==> src/rtl/hazard_ctrl.sv <==
// hazard_ctrl: pipeline stall/flush controller for the 5-stage core.
// Arbitrates halt, data-miss wait, EX redirect, load-use and fetch-miss
// into per-stage enables and flushes. Small FSM tracks RUN/DWAIT/HALTED.
// Optional build macro HAZARD_CTRL_PERF_EN adds saturating 32-bit
// stall_cnt / flush_cnt performance counters.
module hazard_ctrl (
    input  logic        CLK,
    input  logic        RST,
    input  logic        ihit,
    input  logic        dhit,
    input  logic [4:0]  id_rs,
    input  logic [4:0]  id_rt,
    input  logic        id_uses_rt,
    input  logic        ex_dREN,
    input  logic [4:0]  ex_wsel,
    input  logic        mem_dREN,
    input  logic        mem_dWEN,
    input  logic        ex_redirect,
    input  logic        wb_halt,
    output logic        pc_EN,
    output logic        ifid_EN,
    output logic        ifid_flush,
    output logic        idex_EN,
    output logic        idex_flush,
    output logic        exmem_EN,
    output logic        exmem_flush,
    output logic        memwb_EN,
    output logic        halted,
`ifdef HAZARD_CTRL_PERF_EN
    output logic [31:0] stall_cnt,
    output logic [31:0] flush_cnt,
`endif
    output logic [1:0]  state
);

    typedef enum logic [1:0] {
        RUN    = 2'd0,
        DWAIT  = 2'd1,
        HALTED = 2'd2,
        BAD    = 2'd3
    } state_t;

    state_t cur, nxt;
    logic   memstall, loaduse;
    logic   redir_evt;

    assign memstall = (mem_dREN | mem_dWEN) & ~dhit;
    // r0 is never a real dependency, so a load into r0 never stalls
    assign loaduse  = ex_dREN & (ex_wsel != 5'd0) &
                      ((ex_wsel == id_rs) | (id_uses_rt & (ex_wsel == id_rt)));
    assign state    = cur;

    // Priority arbitration of stage controls and next state
    always_comb begin
        pc_EN       = 1'b0;
        ifid_EN     = 1'b0;
        ifid_flush  = 1'b0;
        idex_EN     = 1'b0;
        idex_flush  = 1'b0;
        exmem_EN    = 1'b0;
        exmem_flush = 1'b0;
        memwb_EN    = 1'b0;
        redir_evt   = 1'b0;
        nxt         = cur;
        if (RST) begin
            // hold everything and squash the front of the pipe
            ifid_flush  = 1'b1;
            idex_flush  = 1'b1;
            exmem_flush = 1'b1;
            nxt         = RUN;
        end else begin
            case (cur)
                RUN: begin
                    if (wb_halt) begin
                        nxt = HALTED;
                    end else if (memstall) begin
                        nxt = DWAIT;
                    end else if (ex_redirect) begin
                        // squashes any younger load-use victim as well
                        {pc_EN, ifid_EN, idex_EN, exmem_EN, memwb_EN} = '1;
                        ifid_flush = 1'b1;
                        idex_flush = 1'b1;
                        redir_evt  = 1'b1;
                    end else if (loaduse) begin
                        // freeze PC/IFID, insert one bubble into IDEX
                        idex_EN    = 1'b1;
                        idex_flush = 1'b1;
                        exmem_EN   = 1'b1;
                        memwb_EN   = 1'b1;
                    end else if (!ihit) begin
                        // fetch not back yet: hold PC, bubble into IFID
                        {ifid_EN, idex_EN, exmem_EN, memwb_EN} = '1;
                        ifid_flush = 1'b1;
                    end else begin
                        {pc_EN, ifid_EN, idex_EN, exmem_EN, memwb_EN} = '1;
                    end
                end
                DWAIT: begin
                    // release once the data side completes; ihit not consulted
                    if (!memstall) begin
                        {pc_EN, ifid_EN, idex_EN, exmem_EN, memwb_EN} = '1;
                        nxt = RUN;
                    end
                end
                HALTED: nxt = HALTED;
                default: nxt = RUN;
            endcase
        end
    end

    // State register and registered halted flag
    always_ff @(posedge CLK) begin
        if (RST) begin
            cur    <= RUN;
            halted <= 1'b0;
        end else begin
            cur    <= nxt;
            halted <= (nxt == HALTED);
        end
    end

`ifdef HAZARD_CTRL_PERF_EN
    logic stall_evt;
    assign stall_evt = ((cur == RUN) | (cur == DWAIT)) & ~pc_EN;

    // Saturating stall / redirect-flush counters
    always_ff @(posedge CLK) begin
        if (RST) begin
            stall_cnt <= '0;
            flush_cnt <= '0;
        end else begin
            if (stall_evt && stall_cnt != 32'hFFFF_FFFF)
                stall_cnt <= stall_cnt + 32'd1;
            if (redir_evt && flush_cnt != 32'hFFFF_FFFF)
                flush_cnt <= flush_cnt + 32'd1;
        end
    end
`endif

endmodule

==> config.mk <==
export PLATFORM = sky130hd
export DESIGN_NAME = hazard_ctrl
export DESIGN_NICKNAME = d
export VERILOG_FILES = /design/src/rtl/hazard_ctrl.sv
export SDC_FILE = /design/constraint.sdc
export NUM_CORES = 1
export LEC_CHECK = 0
export CORE_AREA = 2 2 39 41
export DETAILED_ROUTE_END_ITERATION = 6
export DIE_AREA = 0 0 41 43
export DONT_BUFFER_PORTS = 1
export SETUP_SLACK_MARGIN = 0.15
export SLEW_MARGIN = 20
export SYNTH_ARGS = -nofsm -noshare
export SYNTH_HDL_FRONTEND = slang
export SYNTH_SLANG_ARGS = --single-unit
==> constraint.sdc <==
create_clock -name CLK -period 2.15 [get_ports CLK]
set_input_delay 0.43 -clock CLK [delete_from_list [all_inputs] [get_ports CLK]]
set_output_delay 0.43 -clock CLK [all_outputs]
set_load 0.03 [all_outputs]
# After elaboration in Yosys (flattened, before gate mapping)
# Cells that the tools add are included.
[word_totals]
reg_bits = 3
inputBits = 25
out_inout_bits = 11
elab_cells = 52
[classes]
eq_ne = 5
n_mux = 36
n_bitwise = 7
n_reduce_logical = 2
[op_table]
columns = ["cell", "count"]
rows = [
  ["two-way mux 1 bit", 28],
  ["equality test 5 bit", 2],
  ["two-way mux 2 bit", 4],
  ["case mux 1 bit (2 select lines)", 3],
  ["case mux 2 bit (3 select lines)", 1],
  ["nonzero test 5 bit", 1],
  ["AND 1 bit", 4],
  ["equality test 2 bit, second input constant", 2],
  ["equality test 2 x 1 -> 1 bit, second input constant", 1],
  ["logical NOT 2 bit", 1],
  ["OR 1 bit", 2],
  ["NOT 1 bit", 1],
]

# Depth between registers and ports, before layout
[depth]
depth_word = 10
mapped_depth = 5

# Least setup slack after synthesis
# Ideal clock, no wire load.
[synth_path]
path_kind = "input port to output port"
start = "in mem_dWEN"
end = "out ifid_EN"
arrival_ns = 2.694
slack_ns = -0.974
path_stages = 3
n_path_buf = 0
path_cell_list = "o21ba_2 > nor4_1 > a21boi_0"
[synth_between]
elab_chain_len = 6
word_cells_on_any_way = 7
cone_classes = "mux (5); bitwise (2)"
[synth_lines]
columns = ["element", "line", "source"]
rows = [
  ["start: declaration", "17", "input logic mem_dWEN,"],
  ["OR 1 bit *", "47", "assign memstall = (mem_dREN | mem_dWEN) & ~dhit;"],
  ["AND 1 bit *", "47", ""],
  ["two-way mux 1 bit", "76", "end else if (memstall) begin"],
  ["two-way mux 1 bit", "74", "if (wb_halt) begin"],
  ["case mux 1 bit (2 select lines) *", "72", "case (cur)"],
  ["two-way mux 1 bit *", "65", "if (RST) begin"],
  ["end: declaration", "21", "output logic ifid_EN,"],
]
# Every way passes the cells marked *; elsewhere a longest branch is shown, timed or not.

# Worst setup path in the final report
[layout_path]
start = "in ex_wsel[1]"
end = "out idex_flush"
[layout_between]
elab_chain_len = 10
word_cells_on_any_way = 13
cone_classes = "eq/ne (2); mux (6); bitwise (4); reduce/logical (1)"
[layout_lines]
columns = ["element", "line", "source"]
rows = [
  ["start: declaration", "15", "input logic [4:0] ex_wsel,"],
  ["equality test 5 bit", "50", "((ex_wsel == id_rs) | (id_uses_rt & (ex_wsel == id_rt)));"],
  ["AND 1 bit", "50", ""],
  ["OR 1 bit", "50", ""],
  ["AND 1 bit *", "49", "assign loaduse = ex_dREN & (ex_wsel != 5'd0) &"],
  ["two-way mux 1 bit *", "84", "end else if (loaduse) begin"],
  ["two-way mux 1 bit *", "78", "end else if (ex_redirect) begin"],
  ["two-way mux 1 bit *", "76", ""],
  ["two-way mux 1 bit *", "74", ""],
  ["two-way mux 1 bit *", "72", ""],
  ["two-way mux 1 bit *", "65", ""],
  ["end: declaration", "24", "output logic idex_flush,"],
]
# Marked as above.

==> impl_metrics.json <==
{
  "synth_area_um2": 349,
  "numClockSinks": 3,
  "syn_to_final_growth_pct": 41.9,
  "fill_cells": 153,
  "cellPowerDensity_mw_per_mm2": 517,
  "cts-root-buf": "clkbuf_4",
  "initial_core_util_pct": 25.2,
  "skew_ps": 0.0671,
  "hold_ws_ps": 274,
  "clock_latency_ps": 230,
  "final_net_count": 78,
  "rsz0062_at_grt": "yes",
  "grt.met2_usage_pct": 19.4,
  "grt_max_degree": 11,
  "drc": 0,
  "n_antenna_cell": 0,
  "slew_headroom_pct": 74.7,
  "worst-setup-path-type": "in2out",
  "core.rowCount": 14,
  "synthCells": 44,
  "place.gp.congestion": 0.646,
  "grt_pass1_vias": 374,
  "numCtsBuffers": 3,
  "io_buffers": 0,
  "finalCritPeriodShare_pct": 95.1,
  "fp.dieW_um": 41,
  "fmax_mhz": 489,
  "drv_cap": 0,
  "syn-num-nets": 69,
  "hold_viol": 0,
  "ctsHoldBuffers": 0,
  "multi_input_area_um2": 318,
  "ant_nets": 0,
  "vias_per_cell": 5.29,
  "tritoncts": "built",
  "drt_wl_total_um": 865,
  "synthDistinctLibCells": 21,
  "grt_use_total_pct": 11.0,
  "crit_fanout": 3,
  "grt-busiest-layer": "met2",
  "ys_seq_area_share_pct": 17.2,
  "grt_pass1_wl_mm": 1.37,
  "antenna_found_initial": 0,
  "syn-mean-instance-area_um2": 7.93,
  "clk_path_buf_depth": 2,
  "core_mm2": 0.00138,
  "cp-start-kind": "input port",
  "layout_min_cycle_time_ps": 2040,
  "dp_hpwl_um": 712,
  "cp.required_ps": 1720,
  "grt_overflow": 0,
  "htreeDepth": 1,
  "holdCritStartpoint": "RST",
  "final_util_pct": 35.8,
  "gr-usage-met1_pct": 12.1,
  "critPathLaunch": "ex_wsel[1]",
  "die_y_um": 43,
  "drv_slew": 0,
  "setup_viol": 0,
  "yosysTopAreaCell": "xnor2_1",
  "vias": 360,
  "crit_path_end_kind": "output port",
  "ys_top_cells_by_area": "xnor2_1, dfxtp_1, nor4b_1",
  "ios": 36,
  "drive_gt1_share_pct": 40.4,
  "final-seq-area_um2": 60.1,
  "die_area_mm2": 0.00176,
  "clk_pin_slew_ps": 40,
  "tightest_slew_ps": 379,
  "grt_use_met3_pct": 0.524,
  "r2r_start": "state[0]",
  "avgRoutedWirePerCell_um": 12.7,
  "worstPathArrival_ps": 1610,
  "holdCritPathClass": "in2reg",
  "leakage_nw": 0.160,
  "ir_drop_v": 0.000118,
  "drtPass1Iterations": 4,
  "synth_top_area_share_pct": 25.1,
  "yosysWarnings": 0,
  "ys_seq_elements": 3,
  "tns_ps": 0,
  "drtIter0Drc": 5,
  "status": "completed"
}
==> placed cells by master (no fill, tap or decap), drive strengths merged <==
cell	synthesis	layout
a21boi	1	1
a21oi	2	2
a221o	1	1
buf	4	8
clkbuf	0	4
dfxtp	3	3
nand2	3	3
nand3	1	1
nand4	1	1
nor2	2	2
nor2b	1	1
nor3	4	4
nor4	2	2
nor4b	3	3
o21ai	2	2
o21ba	1	1
o22ai	1	1
o31ai	1	1
or4	1	1
xnor2	10	10
==> logic make-up after synthesis <==
kind of cell	Yosys count	synth area share, %
AND/OR/NAND/NOR	18	29.4
AO/OA/AOI/OAI	9	18.6
flip-flops	3	17.2
XOR/XNOR	10	25.1
buffers and inverters	4	9.68
==> synthesized netlist by cell type (all sizes together) <==
cell and number:
xnor2 10, buf 4, or4 1, nor4b 3
o21ba 1, dfxtp 3, o22ai 1, o21ai 2
nor2 2, a21oi 2, nor3 4, nand3 1
nor2b 1, nand4 1, nand2 3, o31ai 1
a221o 1, a21boi 1, nor4 2
==> through the flow <==
stage	worst slack, ps	total power [mW]	std cells	cell area [um^2]
finish	105	0.256	68	495
global placement	84.4	0.150	63	422
CTS	107	0.261	68	484
floorplan	46.9	0.143	44	383
detailed placement	46.8	0.151	63	422
global route	75.5	0.273	68	495
==> power by group <==
part	leakage, nW	internal [mW]	total, mW	switching [mW]
Clock	0.0150	0.0696	0.0988	0.0293
Combinational	0.120	0.0440	0.0897	0.0457
Sequential	0.0249	0.0597	0.0677	0.00799
Total	0.160	0.173	0.256	0.0830
==> path summary, 6_finish.rpt <==
kind | to | slack [ps] | cells after the start
setup / recovery | idex_flush | 110 | 4
hold / removal | state[1] | 270 | 1
setup reg to reg | state[0] | 1240 | 2
hold reg to reg | state[1] | 550 | 1
==> area by class of cell <==
class,count,share of cell area (%)
Multi-Input combinational cell,37,64.1
Timing Repair Buffer,8,14.4
Sequential cell,3,12.1
Clock buffer,4,5.30
Tap cell,16,4.04
==> layer usage <==
metal	share of wire, %	vias up	wire [um]
li1	-	177	-
met1	34	157	297
met2	53	26	462
met3	12	0	105
met4	0	0	0
met5	0	-	0
==> timing repair <==
| item | 4_1_cts | 5_1_grt |
|---|---|---|
| pin swaps | 3 | 0 |
| resized for setup | 6 | 2 |
| setup buffers | 1 | 0 |
| endpoints found under the setup margin | 3 | 4 |
| hold endpoints to repair | 0 | 0 |
==> registers in the layout (all words and copies together) (netlist names) <==
| name | count |
|---|---|
| state | 2 |
| halted | 1 |
==> worst max-delay path: stages <==
cell,delay [ps]
or4_4,530
o21ai_4,150
nor4b_1,70
a221o_2,430
No activity file was read; power rests on OpenSTA's default activity.
